<file path="src/rtl/vga_scan_gen_pkg.sv">
`default_nettype none
// ============================================================================
//  Module      : vga_pkg
//  Description : Shared timing defaults, coordinate types and total-count
//                helpers for the VGA scan generator.
//  Revision    : 1.0 - initial release
// ============================================================================
package vga_pkg;

    // Coordinate width; both totals must fit in this many bits
    localparam int COORD_W     = 10;
    localparam int c_coord_max = 1 << COORD_W;

    // 640x480 @ 60 Hz timing defaults
    localparam int c_h_active = 640;
    localparam int c_h_fp     = 16;
    localparam int c_h_sync   = 96;
    localparam int c_h_bp     = 48;
    localparam int c_v_active = 480;
    localparam int c_v_fp     = 10;
    localparam int c_v_sync   = 2;
    localparam int c_v_bp     = 33;

    typedef logic [COORD_W-1:0] coord_t;
    // One bit wider than a coordinate so boundaries equal to 1024 still fit
    typedef logic [COORD_W:0]   coord_ext_t;

    // Pixels per line including all blanking
    function automatic int h_total(input int active, input int fp,
                                   input int sync, input int bp);
        return active + fp + sync + bp;
    endfunction

    // Lines per frame including all blanking
    function automatic int v_total(input int active, input int fp,
                                   input int sync, input int bp);
        return active + fp + sync + bp;
    endfunction

endpackage
`default_nettype wire

</file>
<file path="src/rtl/vga_scan_gen_if.sv">
`default_nettype none
// ============================================================================
//  Module      : vga_scan_gen_if
//  Description : Scan-timing bundle from the VGA scan generator to the
//                drawing pipeline. frame_cnt exists only when
//                VGA_SCAN_FRAME_CNT_EN is defined.
//  Revision    : 1.0 - initial release
// ============================================================================
interface vga_scan_gen_if;
    import vga_pkg::*;

    coord_t     Q_X;
    coord_t     Q_Y;
    logic       hsync;
    logic       vsync;
    logic       video_on;
    logic       pix_tick;
    logic       line_start;
    logic       frame_start;
`ifdef VGA_SCAN_FRAME_CNT_EN
    logic [7:0] frame_cnt;
`endif

`ifdef VGA_SCAN_FRAME_CNT_EN
    modport master (
        output Q_X, Q_Y, hsync, vsync, video_on,
        output pix_tick, line_start, frame_start, frame_cnt
    );
    modport slave (
        input  Q_X, Q_Y, hsync, vsync, video_on,
        input  pix_tick, line_start, frame_start, frame_cnt
    );
`else
    modport master (
        output Q_X, Q_Y, hsync, vsync, video_on,
        output pix_tick, line_start, frame_start
    );
    modport slave (
        input  Q_X, Q_Y, hsync, vsync, video_on,
        input  pix_tick, line_start, frame_start
    );
`endif

endinterface
`default_nettype wire

</file>
<file path="src/rtl/vga_scan_gen_pix_tick_gen.sv">
`default_nettype none
// ============================================================================
//  Module      : pix_tick_gen
//  Description : Divides the system clock into a one-clock pixel strobe.
//                The divider counts 0..CLK_DIV-1 and the strobe is high in
//                the cycle where it holds CLK_DIV-1. With CLK_DIV=1 the
//                strobe is permanently high.
//  Revision    : 1.0 - initial release
// ============================================================================
module pix_tick_gen #(
    parameter int CLK_DIV = 2
) (
    input  logic clk,
    input  logic rst_n,
    output logic pix_tick
);

    localparam int                 c_div_w    = (CLK_DIV > 1) ? $clog2(CLK_DIV) : 1;
    localparam logic [c_div_w-1:0] c_div_last = c_div_w'(CLK_DIV - 1);

    if (CLK_DIV < 1) begin : g_div_check
        $error("pix_tick_gen: CLK_DIV must be at least 1");
    end

    logic [c_div_w-1:0] r_div;
    logic [c_div_w-1:0] w_div_next;
    logic               r_tick;

    // Next divider phase, wrapping after CLK_DIV-1
    always_comb begin
        w_div_next = r_div + c_div_w'(1);
        if (r_div == c_div_last) begin
            w_div_next = '0;
        end
    end

    // Divider phase and the strobe, registered from the next phase so the
    // strobe is a clean flop output aligned with the divider value
    always_ff @(posedge clk) begin
        if (!rst_n) begin
            r_div  <= '0;
            r_tick <= (CLK_DIV == 1);
        end else begin
            r_div  <= w_div_next;
            r_tick <= (w_div_next == c_div_last);
        end
    end

    assign pix_tick = r_tick;

endmodule
`default_nettype wire

</file>
<file path="src/rtl/vga_scan_gen.sv">
`default_nettype none
// ============================================================================
//  Module      : vga_scan_gen
//  Description : VGA raster timing generator. Runs horizontal/vertical scan
//                counters on the pixel strobe and produces registered sync,
//                blanking and line/frame strobes aligned with Q_X/Q_Y.
//                Optional macro VGA_SCAN_FRAME_CNT_EN adds an 8-bit frame
//                counter output on the interface.
//  Revision    : 1.0 - initial release
// ============================================================================
module vga_scan_gen
    import vga_pkg::*;
#(
    parameter int CLK_DIV  = 2,
    parameter int H_ACTIVE = c_h_active,
    parameter int H_FP     = c_h_fp,
    parameter int H_SYNC   = c_h_sync,
    parameter int H_BP     = c_h_bp,
    parameter int V_ACTIVE = c_v_active,
    parameter int V_FP     = c_v_fp,
    parameter int V_SYNC   = c_v_sync,
    parameter int V_BP     = c_v_bp,
    parameter bit SYNC_POL = 1'b0
) (
    input  logic           clk,
    input  logic           rst_n,
    vga_scan_gen_if.master scan
);

    localparam int c_h_total = h_total(H_ACTIVE, H_FP, H_SYNC, H_BP);
    localparam int c_v_total = v_total(V_ACTIVE, V_FP, V_SYNC, V_BP);

    if (c_h_total > c_coord_max) begin : g_h_total_check
        $error("vga_scan_gen: horizontal total exceeds coordinate range");
    end
    if (c_v_total > c_coord_max) begin : g_v_total_check
        $error("vga_scan_gen: vertical total exceeds coordinate range");
    end

    localparam coord_t     c_h_last       = coord_t'(c_h_total - 1);
    localparam coord_t     c_v_last       = coord_t'(c_v_total - 1);
    localparam coord_ext_t c_h_active_e   = coord_ext_t'(H_ACTIVE);
    localparam coord_ext_t c_v_active_e   = coord_ext_t'(V_ACTIVE);
    localparam coord_ext_t c_h_sync_start = coord_ext_t'(H_ACTIVE + H_FP);
    localparam coord_ext_t c_h_sync_end   = coord_ext_t'(H_ACTIVE + H_FP + H_SYNC);
    localparam coord_ext_t c_v_sync_start = coord_ext_t'(V_ACTIVE + V_FP);
    localparam coord_ext_t c_v_sync_end   = coord_ext_t'(V_ACTIVE + V_FP + V_SYNC);

    logic       w_tick;
    coord_t     r_qx;
    coord_t     r_qy;
    coord_t     w_qx_next;
    coord_t     w_qy_next;
    logic       w_line_wrap;
    logic       w_frame_wrap;
    coord_ext_t w_qx_ext;
    coord_ext_t w_qy_ext;
    logic       w_hs_active;
    logic       w_vs_active;
    logic       w_video_next;
    logic       r_hsync;
    logic       r_vsync;
    logic       r_video_on;
    logic       r_line_start;
    logic       r_frame_start;

    pix_tick_gen #(
        .CLK_DIV (CLK_DIV)
    ) u_pix_tick_gen (
        .clk      (clk),
        .rst_n    (rst_n),
        .pix_tick (w_tick)
    );

    // Next scan position: advance one pixel per tick, wrapping line and frame
    always_comb begin
        w_qx_next    = r_qx;
        w_qy_next    = r_qy;
        w_line_wrap  = 1'b0;
        w_frame_wrap = 1'b0;
        if (w_tick) begin
            if (r_qx == c_h_last) begin
                w_qx_next   = '0;
                w_line_wrap = 1'b1;
                if (r_qy == c_v_last) begin
                    w_qy_next    = '0;
                    w_frame_wrap = 1'b1;
                end else begin
                    w_qy_next = r_qy + coord_t'(1);
                end
            end else begin
                w_qx_next = r_qx + coord_t'(1);
            end
        end
    end

    // Sync and blanking decoded from the next position so the registered
    // versions change on the same edge as the counters
    always_comb begin
        w_qx_ext     = coord_ext_t'(w_qx_next);
        w_qy_ext     = coord_ext_t'(w_qy_next);
        w_hs_active  = (w_qx_ext >= c_h_sync_start) && (w_qx_ext < c_h_sync_end);
        w_vs_active  = (w_qy_ext >= c_v_sync_start) && (w_qy_ext < c_v_sync_end);
        w_video_next = (w_qx_ext < c_h_active_e) && (w_qy_ext < c_v_active_e);
    end

    // Scan counters, registered decode and strobes; reset parks the scan on
    // the last pixel of the frame so the first tick lands on (0,0)
    always_ff @(posedge clk) begin
        if (!rst_n) begin
            r_qx          <= c_h_last;
            r_qy          <= c_v_last;
            r_hsync       <= ~SYNC_POL;
            r_vsync       <= ~SYNC_POL;
            r_video_on    <= 1'b0;
            r_line_start  <= 1'b0;
            r_frame_start <= 1'b0;
        end else begin
            r_qx          <= w_qx_next;
            r_qy          <= w_qy_next;
            r_hsync       <= w_hs_active ? SYNC_POL : ~SYNC_POL;
            r_vsync       <= w_vs_active ? SYNC_POL : ~SYNC_POL;
            r_video_on    <= w_video_next;
            r_line_start  <= w_line_wrap;
            r_frame_start <= w_frame_wrap;
        end
    end

`ifdef VGA_SCAN_FRAME_CNT_EN
    logic [7:0] r_frame_cnt;

    // Frame counter for animation; steps on each frame-start cycle
    always_ff @(posedge clk) begin
        if (!rst_n) begin
            r_frame_cnt <= 8'd0;
        end else if (r_frame_start) begin
            r_frame_cnt <= r_frame_cnt + 8'd1;
        end
    end

    assign scan.frame_cnt = r_frame_cnt;
`endif

    assign scan.Q_X         = r_qx;
    assign scan.Q_Y         = r_qy;
    assign scan.hsync       = r_hsync;
    assign scan.vsync       = r_vsync;
    assign scan.video_on    = r_video_on;
    assign scan.pix_tick    = w_tick;
    assign scan.line_start  = r_line_start;
    assign scan.frame_start = r_frame_start;

endmodule
`default_nettype wire

</file>
<file path="src/flat_wrapper.sv">
// flat-port wrapper written by rule: the top's interface ports become plain ports
module vga_scan_gen_flat import vga_pkg::*;
#(
    parameter int CLK_DIV  = 2,
    parameter int H_ACTIVE = c_h_active,
    parameter int H_FP     = c_h_fp,
    parameter int H_SYNC   = c_h_sync,
    parameter int H_BP     = c_h_bp,
    parameter int V_ACTIVE = c_v_active,
    parameter int V_FP     = c_v_fp,
    parameter int V_SYNC   = c_v_sync,
    parameter int V_BP     = c_v_bp,
    parameter bit SYNC_POL = 1'b0
)
  (clk, rst_n, scan_Q_X, scan_Q_Y, scan_hsync, scan_vsync, scan_video_on, scan_pix_tick, scan_line_start, scan_frame_start);
  vga_scan_gen_if scan_i ();
  input  logic clk;
  input  logic rst_n;
  output wire logic [$bits(scan_i.Q_X)-1:0] scan_Q_X;
  output wire logic [$bits(scan_i.Q_Y)-1:0] scan_Q_Y;
  output wire logic [$bits(scan_i.hsync)-1:0] scan_hsync;
  output wire logic [$bits(scan_i.vsync)-1:0] scan_vsync;
  output wire logic [$bits(scan_i.video_on)-1:0] scan_video_on;
  output wire logic [$bits(scan_i.pix_tick)-1:0] scan_pix_tick;
  output wire logic [$bits(scan_i.line_start)-1:0] scan_line_start;
  output wire logic [$bits(scan_i.frame_start)-1:0] scan_frame_start;
  assign scan_Q_X = scan_i.Q_X;
  assign scan_Q_Y = scan_i.Q_Y;
  assign scan_hsync = scan_i.hsync;
  assign scan_vsync = scan_i.vsync;
  assign scan_video_on = scan_i.video_on;
  assign scan_pix_tick = scan_i.pix_tick;
  assign scan_line_start = scan_i.line_start;
  assign scan_frame_start = scan_i.frame_start;
  vga_scan_gen #(.CLK_DIV(CLK_DIV), .H_ACTIVE(H_ACTIVE), .H_FP(H_FP), .H_SYNC(H_SYNC), .H_BP(H_BP), .V_ACTIVE(V_ACTIVE), .V_FP(V_FP), .V_SYNC(V_SYNC), .V_BP(V_BP), .SYNC_POL(SYNC_POL)) u_core (.clk(clk), .rst_n(rst_n), .scan(scan_i));
endmodule
</file>
<file path="config.mk">
export PLATFORM = sky130hd
export DESIGN_NAME = vga_scan_gen_flat
export DESIGN_NICKNAME = d
export VERILOG_FILES = /design/src/rtl/vga_scan_gen_pkg.sv /design/src/rtl/vga_scan_gen_if.sv /design/src/rtl/vga_scan_gen_pix_tick_gen.sv /design/src/rtl/vga_scan_gen.sv /design/src/flat_wrapper.sv
export SDC_FILE = /design/constraint.sdc
export NUM_CORES = 1
export LEC_CHECK = 0
export ABC_AREA = 1
export CAP_MARGIN = 15
export CORE_ASPECT_RATIO = 0.75
export CORE_MARGIN = 1
export CORE_UTILIZATION = 37
export CTS_BUF_LIST = sky130_fd_sc_hd__clkbuf_8 sky130_fd_sc_hd__clkbuf_16
export CTS_CLUSTER_SIZE = 14
export DETAILED_ROUTE_END_ITERATION = 7
export GPL_TIMING_DRIVEN = 1
export PLACE_DENSITY = 0.56
export SLEW_MARGIN = 40
export SYNTH_ARGS = -nofsm -noshare
export SYNTH_HDL_FRONTEND = slang
export SYNTH_HIERARCHICAL = 1
export SYNTH_SLANG_ARGS = --single-unit
</file>
<file path="constraint.sdc">
create_clock -name clk -period 2.08 [get_ports clk]
set_input_delay 0.312 -clock clk [delete_from_list [all_inputs] [get_ports clk]]
set_output_delay 0.312 -clock clk [all_outputs]
set_load 0.02 [all_outputs]
</file>
# Word-level counts from Yosys, hierarchy flattened

Cells that the tools add are included.

Bits in registers: 26
Bits of input ports: 2
Word-level logic and storage cells: 35

Multiplexer cells: 9
Eq/ne operators: 2
Order comparisons: 6
Add/sub/neg operators: 3
Reduce and logical (&&, ||, !) cells: 6
Bitwise logic cells: 1

Operators with widths:

| kind                  | count |
|---|---|
| $mux 10               | 5 |
| $add 10x1->10 const B | 2 |
| $eq 10x10->1 const B  | 2 |
| $lt 10x10->1 const B  | 2 |
| $lt 10x9->1 const B   | 2 |
| $ge 10x10->1 const B  | 1 |
| $ge 10x9->1 const B   | 1 |
| $mux 1                | 4 |
| $logic_and 1x1->1     | 3 |
| $reduce_and 3->1      | 1 |
| $reduce_and 2->1      | 1 |
| $reduce_or 2->1       | 1 |
| $add 1x1->1 const B   | 1 |
| $not 1->1             | 1 |

# Logic depth before layout (Yosys ltp)

Gate-level depths: netlist (run 1).

Depth in word-level cells: 7
Mapped depth: 13
Gate-level depth less buffers: 13

# Cells and area by module

Netlist (run 1), hierarchy kept.

By module, submodules not included:

| module       | instances | area an instance (µm²) | cells an instance |
|---|---|---|---|
| vga_scan_gen | 1         | 1422.6                 | 220 |
| pix_tick_gen | 1         | 30.0                   | 3 |

# Least setup slack after synthesis (run 1)

OpenSTA, ideal clock, no wires.

Path kind: register to register
From: reg u_core.r_qx[0] (netlist: u_core/scan.Q_X[0])
To: reg u_core.r_vsync (netlist: u_core/scan.vsync)
Arrival time: 1.680 ns
Buffers on the path: 1
Library setup time: 0.114 ns
Required time: 1.966 ns
Path slack: 0.285 ns
Stages on the path, launching flop included: 14
Cell sequence: dfxtp_1 -> ha_1 -> nand2_1 -> nor2_4 -> nand3_4 -> nor2_4 -> buf_6 -> nand2_1 -> nand2_1 -> nand2_1 -> nor2_1 -> nand3_1 -> nor2_1 -> nand2_1

Longest elaborated chain between the ends: 6
Elaborated cells on any way between the ends: 7
Those cells by class: order compare: 2; eq/ne: 1; mux: 3; reduce/logical: 1

RTL lines:

| element                                    | line                | RTL |
|---|---|---|
| start, declared                            | vga_scan_gen.sv:50  | `coord_t r_qx;` |
| start signal, assigned                     | vga_scan_gen.sv:111 | `r_qx <= c_h_last;` |
| start signal, assigned                     | vga_scan_gen.sv:119 | `r_qx <= w_qx_next;` |
| $eq 10x10->1 (*)                           | vga_scan_gen.sv:82  | `if (r_qx == c_h_last) begin` |
| $mux 10 (*)                                | vga_scan_gen.sv:82  |  |
| $mux 10 (*)                                | vga_scan_gen.sv:81  | `if (w_tick) begin` |
| $ge 10x9->1 or $lt 10x9->1 (tied branches) | vga_scan_gen.sv:103 | `w_vs_active = (w_qy_ext >= c_v_sync_start) && (w_qy_ext < c_v_sync_end);` |
| $logic_and 1x1->1 (*)                      | vga_scan_gen.sv:103 |  |
| $mux 1 (*)                                 | vga_scan_gen.sv:122 | `r_vsync <= w_vs_active ? SYNC_POL : ~SYNC_POL;` |
| end signal, assigned                       | vga_scan_gen.sv:114 | `r_vsync <= ~SYNC_POL;` |
| end signal, assigned                       | vga_scan_gen.sv:122 |  |
| end, declared                              | vga_scan_gen.sv:62  | `logic r_vsync;` |

Every way passes the cells marked *; elsewhere a longest branch is shown, timed or not.
A chain may end at the register's enable or synchronous reset.

# Final worst setup path (run 1)

From: reg u_core.r_qx[1] (netlist: u_core/scan.Q_X[1])
To: reg u_core.r_video_on (netlist: u_core/scan.video_on)

Longest elaborated chain between the ends: 5
Elaborated cells on any way between the ends: 9
Those cells by class: add/sub: 1; order compare: 2; eq/ne: 1; mux: 4; reduce/logical: 1

RTL lines:

| element                                       | line                                   | RTL |
|---|---|---|
| $add 10x1->10 or $eq 10x10->1 (tied branches) | vga_scan_gen.sv:92, vga_scan_gen.sv:82 |  |
| $mux 10                                       | vga_scan_gen.sv:82                     |  |
| $mux 10                                       | vga_scan_gen.sv:81                     |  |
| $lt 10x10->1 or $lt 10x9->1 (tied branches)   | vga_scan_gen.sv:104                    | `w_video_next = (w_qx_ext < c_h_active_e) && (w_qy_ext < c_v_active_e);` |
| $logic_and 1x1->1 (*)                         | vga_scan_gen.sv:104                    |  |
| end signal, assigned                          | vga_scan_gen.sv:123                    | `r_video_on <= w_video_next;` |
| end, declared                                 | vga_scan_gen.sv:63                     | `logic r_video_on;` |

Marked as above.

==> impl_results.md, run 1 <==
* Final WL at between 3000 and 4000 um
* Hold Path Class: reg -> reg
* Async set-reset flop share out of synthesis at 0
* H-tree depth at 1
* 1st-iter DRT viols at 106
* Final Hold Viols at 0
* Tot GR Track Use at 0.1932
* Leak Pwr at between 0.8 and 0.9 nW
* TritonCTS Buffers at 3
* # IOs at 28
* Setup CP Type: reg -> reg
* Diodes inserted at 0
* Max FO, Critical Path at 13
* Cells on worst reg2reg path at 13
* Post-Route Setup TNS at 0 ns
* Die width at 74.35 um
* Via count at approximately 1400
* EDFF count, synth at 0
* Yosys synthesis warning count at 6
* Post-route ant nets at 0
* Setup Skew at 0.002601 ns
* Sink Count at 26
* Worst endpoint required time at roughly 2.3 ns
* Setup crit start kind: flip-flop
* 1st-pass router iterations at 4
* Clock Latency Late Sink at about 0.27 ns
* Fillers at about 400
* CP Capture Type: flip-flop
* Cell area power density at approximately 700 nW/um2
* CTS tree: yes
* Nets at roughly 260
* Cts hold-fix bufs at 0
* Seq/Total Area, Yosys at 0.3583
* DR vias/cell at ~4.7
* Hold Path Depth at 1
* Most frequent cells after synthesis: nand2_1, inv_1, nor2_1, dfxtp_1, nand3_1
* Reg area at 521.8 um2
* HPWL Detailed at roughly 2800 um
* Rel. slew slack at 0.6923
* Initial core utilization at 0.3917
* Max Slew Vio Count at 0
* Fraction of layout cells with a size suffix above 1 at 0.06693
* Largest net degree at the start of global routing at 14
* Most common cell in the synthesized netlist: nand2_1
* Total grt overflow at 0
* Unrepaired setup endpoints after global routing: false
* Port buffer count at 27
* F_max at about 540 MHz
* Per-cell routed wire length at ~12 um
* Critical Path AT at roughly 2 ns
* Synth top area cells: dfxtp_1, nand2_1, inv_1
* Yosys top cell by area: dfxtp_1
* VDD IR-drop max at roughly 0.34 mV
* Distinct cells, synth at 25
* Ys flop type: dfxtp_1
* Vias in the first global route at between 1000 and 1500
* Clock root cell: clkbuf_8
* CTS clk-pin slew, worst paths at roughly 0.080 ns
* Placeable Area at around 3700 um2
* Total power at 0.001301 W
* Initial antenna violation count at 0
* Area of the multi-input gates at approximately 780 um2
* Max-Cap Viols at 0
* Final worst-path cycle share at 0.8939
* Yosys top cell area share at 0.3583
* Area grow syn2layout at 27.56%
* Cell Area, Synth at about 1500 um2
* Worst-Margin Slew at 0.4580 ns
* Std-Cell Rows at 19
* Min Tclk post-route at approximately 1.9 ns
* Status: finished clean
* Cells after synthesis at roughly 220
* Global-route wire length before repair at roughly 6000 um
* Die Y at 56.27 um
* Syn_area_per_cell at between 6 and 7 um2
* Syn_nets at between 200 and 250
* Clock Path Buffers at 2
* # setup viols final at 0
* DR DRC count at 0
* Die area at approximately 4200 um2
* Placer Congestion at slightly above 0.8
* Yosys reg bits at 26
## cells by family after synthesis
kind of cell | Yosys count | share of synthesized area
flip-flops | 26 | 0.3583
adder cells (fa/ha/maj) | 3 | 0.02584
buffers and inverters | 37 | 0.1042
AO/OA/AOI/OAI | 15 | 0.05685
XOR/XNOR | 5 | 0.03015
AND/OR/NAND/NOR | 137 | 0.4246
## worst paths after layout
check                                      to  slack (ns)                         from
setup / recovery         u_core/scan.video_on        0.22           u_core/scan.Q_X[1]
hold / removal    u_core/u_pix_tick_gen/r_div        0.50  u_core/u_pix_tick_gen/r_div
setup reg to reg         u_core/scan.video_on        0.22           u_core/scan.Q_X[1]
hold reg to reg   u_core/u_pix_tick_gen/r_div        0.50  u_core/u_pix_tick_gen/r_div
## layout make-up
type,instances,area share
clock buffers,3,0.02228
flip-flops and latches,26,0.2816
inverters,33,0.06685
repair buffers,32,0.1729
multi-input cells,160,0.4213
well taps,52,0.03511
## layout by cell type (no fill, tap or decap)
| master | instances |
|---|---|
| inv_1 | 33 |
| nand4_1 | 6 |
| buf_4 | 4 |
| nor2_4 | 3 |
| nor2_2 | 1 |
| a211oi_1 | 1 |
| o21bai_1 | 1 |
| buf_12 | 1 |
| clkbuf_8 | 3 |
| clkdlybuf4s50_1 | 27 |
| nand3_4 | 1 |
| nand3_1 | 21 |
| nor2_1 | 32 |
| nand2_1 | 66 |
| nand3b_1 | 2 |
| o21ai_1 | 2 |
| dfxtp_1 | 25 |
| nand2_2 | 2 |
| ha_1 | 3 |
| nor3_1 | 2 |
| a22oi_1 | 1 |
| o21ai_0 | 7 |
| a21oi_1 | 3 |
| dfxtp_2 | 1 |
| xor2_1 | 5 |
| nand2_4 | 1 |
## routing by layer
layer,share of wire,track usage,wire [um],vias up
li1,-,-,-,758
met5,0,0,0,-
met1,0.55,0.3047,1996,626
met3,0.051,0.05206,184,4
met4,0.0072,0.04852,26,0
met2,0.39,0.2532,1390,36
## critical path, cell delays in order (launching register included)
cell and delay (ns):
dfxtp_1 0.38, ha_1 0.20, nand2_1 0.09, nor2_4 0.15, nand3_4 0.11, nor2_4 0.14, buf_12 0.14, nand3_1 0.07
nand2_1 0.10, nand3_1 0.06, nand2_1 0.12, inv_1 0.05, o21ai_1 0.08, nor2_1 0.05
## where the power goes
part | total, W | switching (W) | internal, W
logic | 0.000439 | 0.000262 | 0.000177
registers | 0.000580 | 0.0000449 | 0.000535
clock network | 0.000282 | 0.000152 | 0.000130
## registers in the layout (all words and copies together) (netlist names)
signal	cells
u_core/scan.hsync	1
u_core/scan.vsync	1
u_core/scan.line_start	1
u_core/scan.video_on	1
u_core/scan.frame_start	1
u_core/scan.Q_X	10
u_core/u_pix_tick_gen/r_div	1
u_core/scan.Q_Y	10
## stage by stage
step,utilization,area (um2),hold slack (ns),setup WS [ns],cells
finish,0.4997,1853,0.4974,0.2206,306
global route,0.4997,1853,0.5375,0.03702,306
CTS,0.4939,1832,0.5028,0.1324,305
detailed placement,0.4828,1790,0.4777,0.1542,302
global placement,0.4828,1790,0.4811,0.1976,302
floorplan,-,1453,0.4264,0.2852,223
## what timing repair did
action                     CTS  global route
setup endpoints to repair    0             2
gates resized for setup      0             1
buffers inserted             0             1
Note: power is estimated with default switching activity, not from simulation.
==> inputs of run 2 (changes only) <==
--- a/config.mk
+++ b/config.mk
@@ -15,7 +15,7 @@
 export DETAILED_ROUTE_END_ITERATION = 7
 export GPL_TIMING_DRIVEN = 1
 export PLACE_DENSITY = 0.56
-export SLEW_MARGIN = 40
+export SLEW_MARGIN = 20
 export SYNTH_ARGS = -nofsm -noshare
 export SYNTH_HDL_FRONTEND = slang
 export SYNTH_HIERARCHICAL = 1
==> results of run 2 <==
Same layout as run 1: the final DEF is identical, and so are final timing and power.
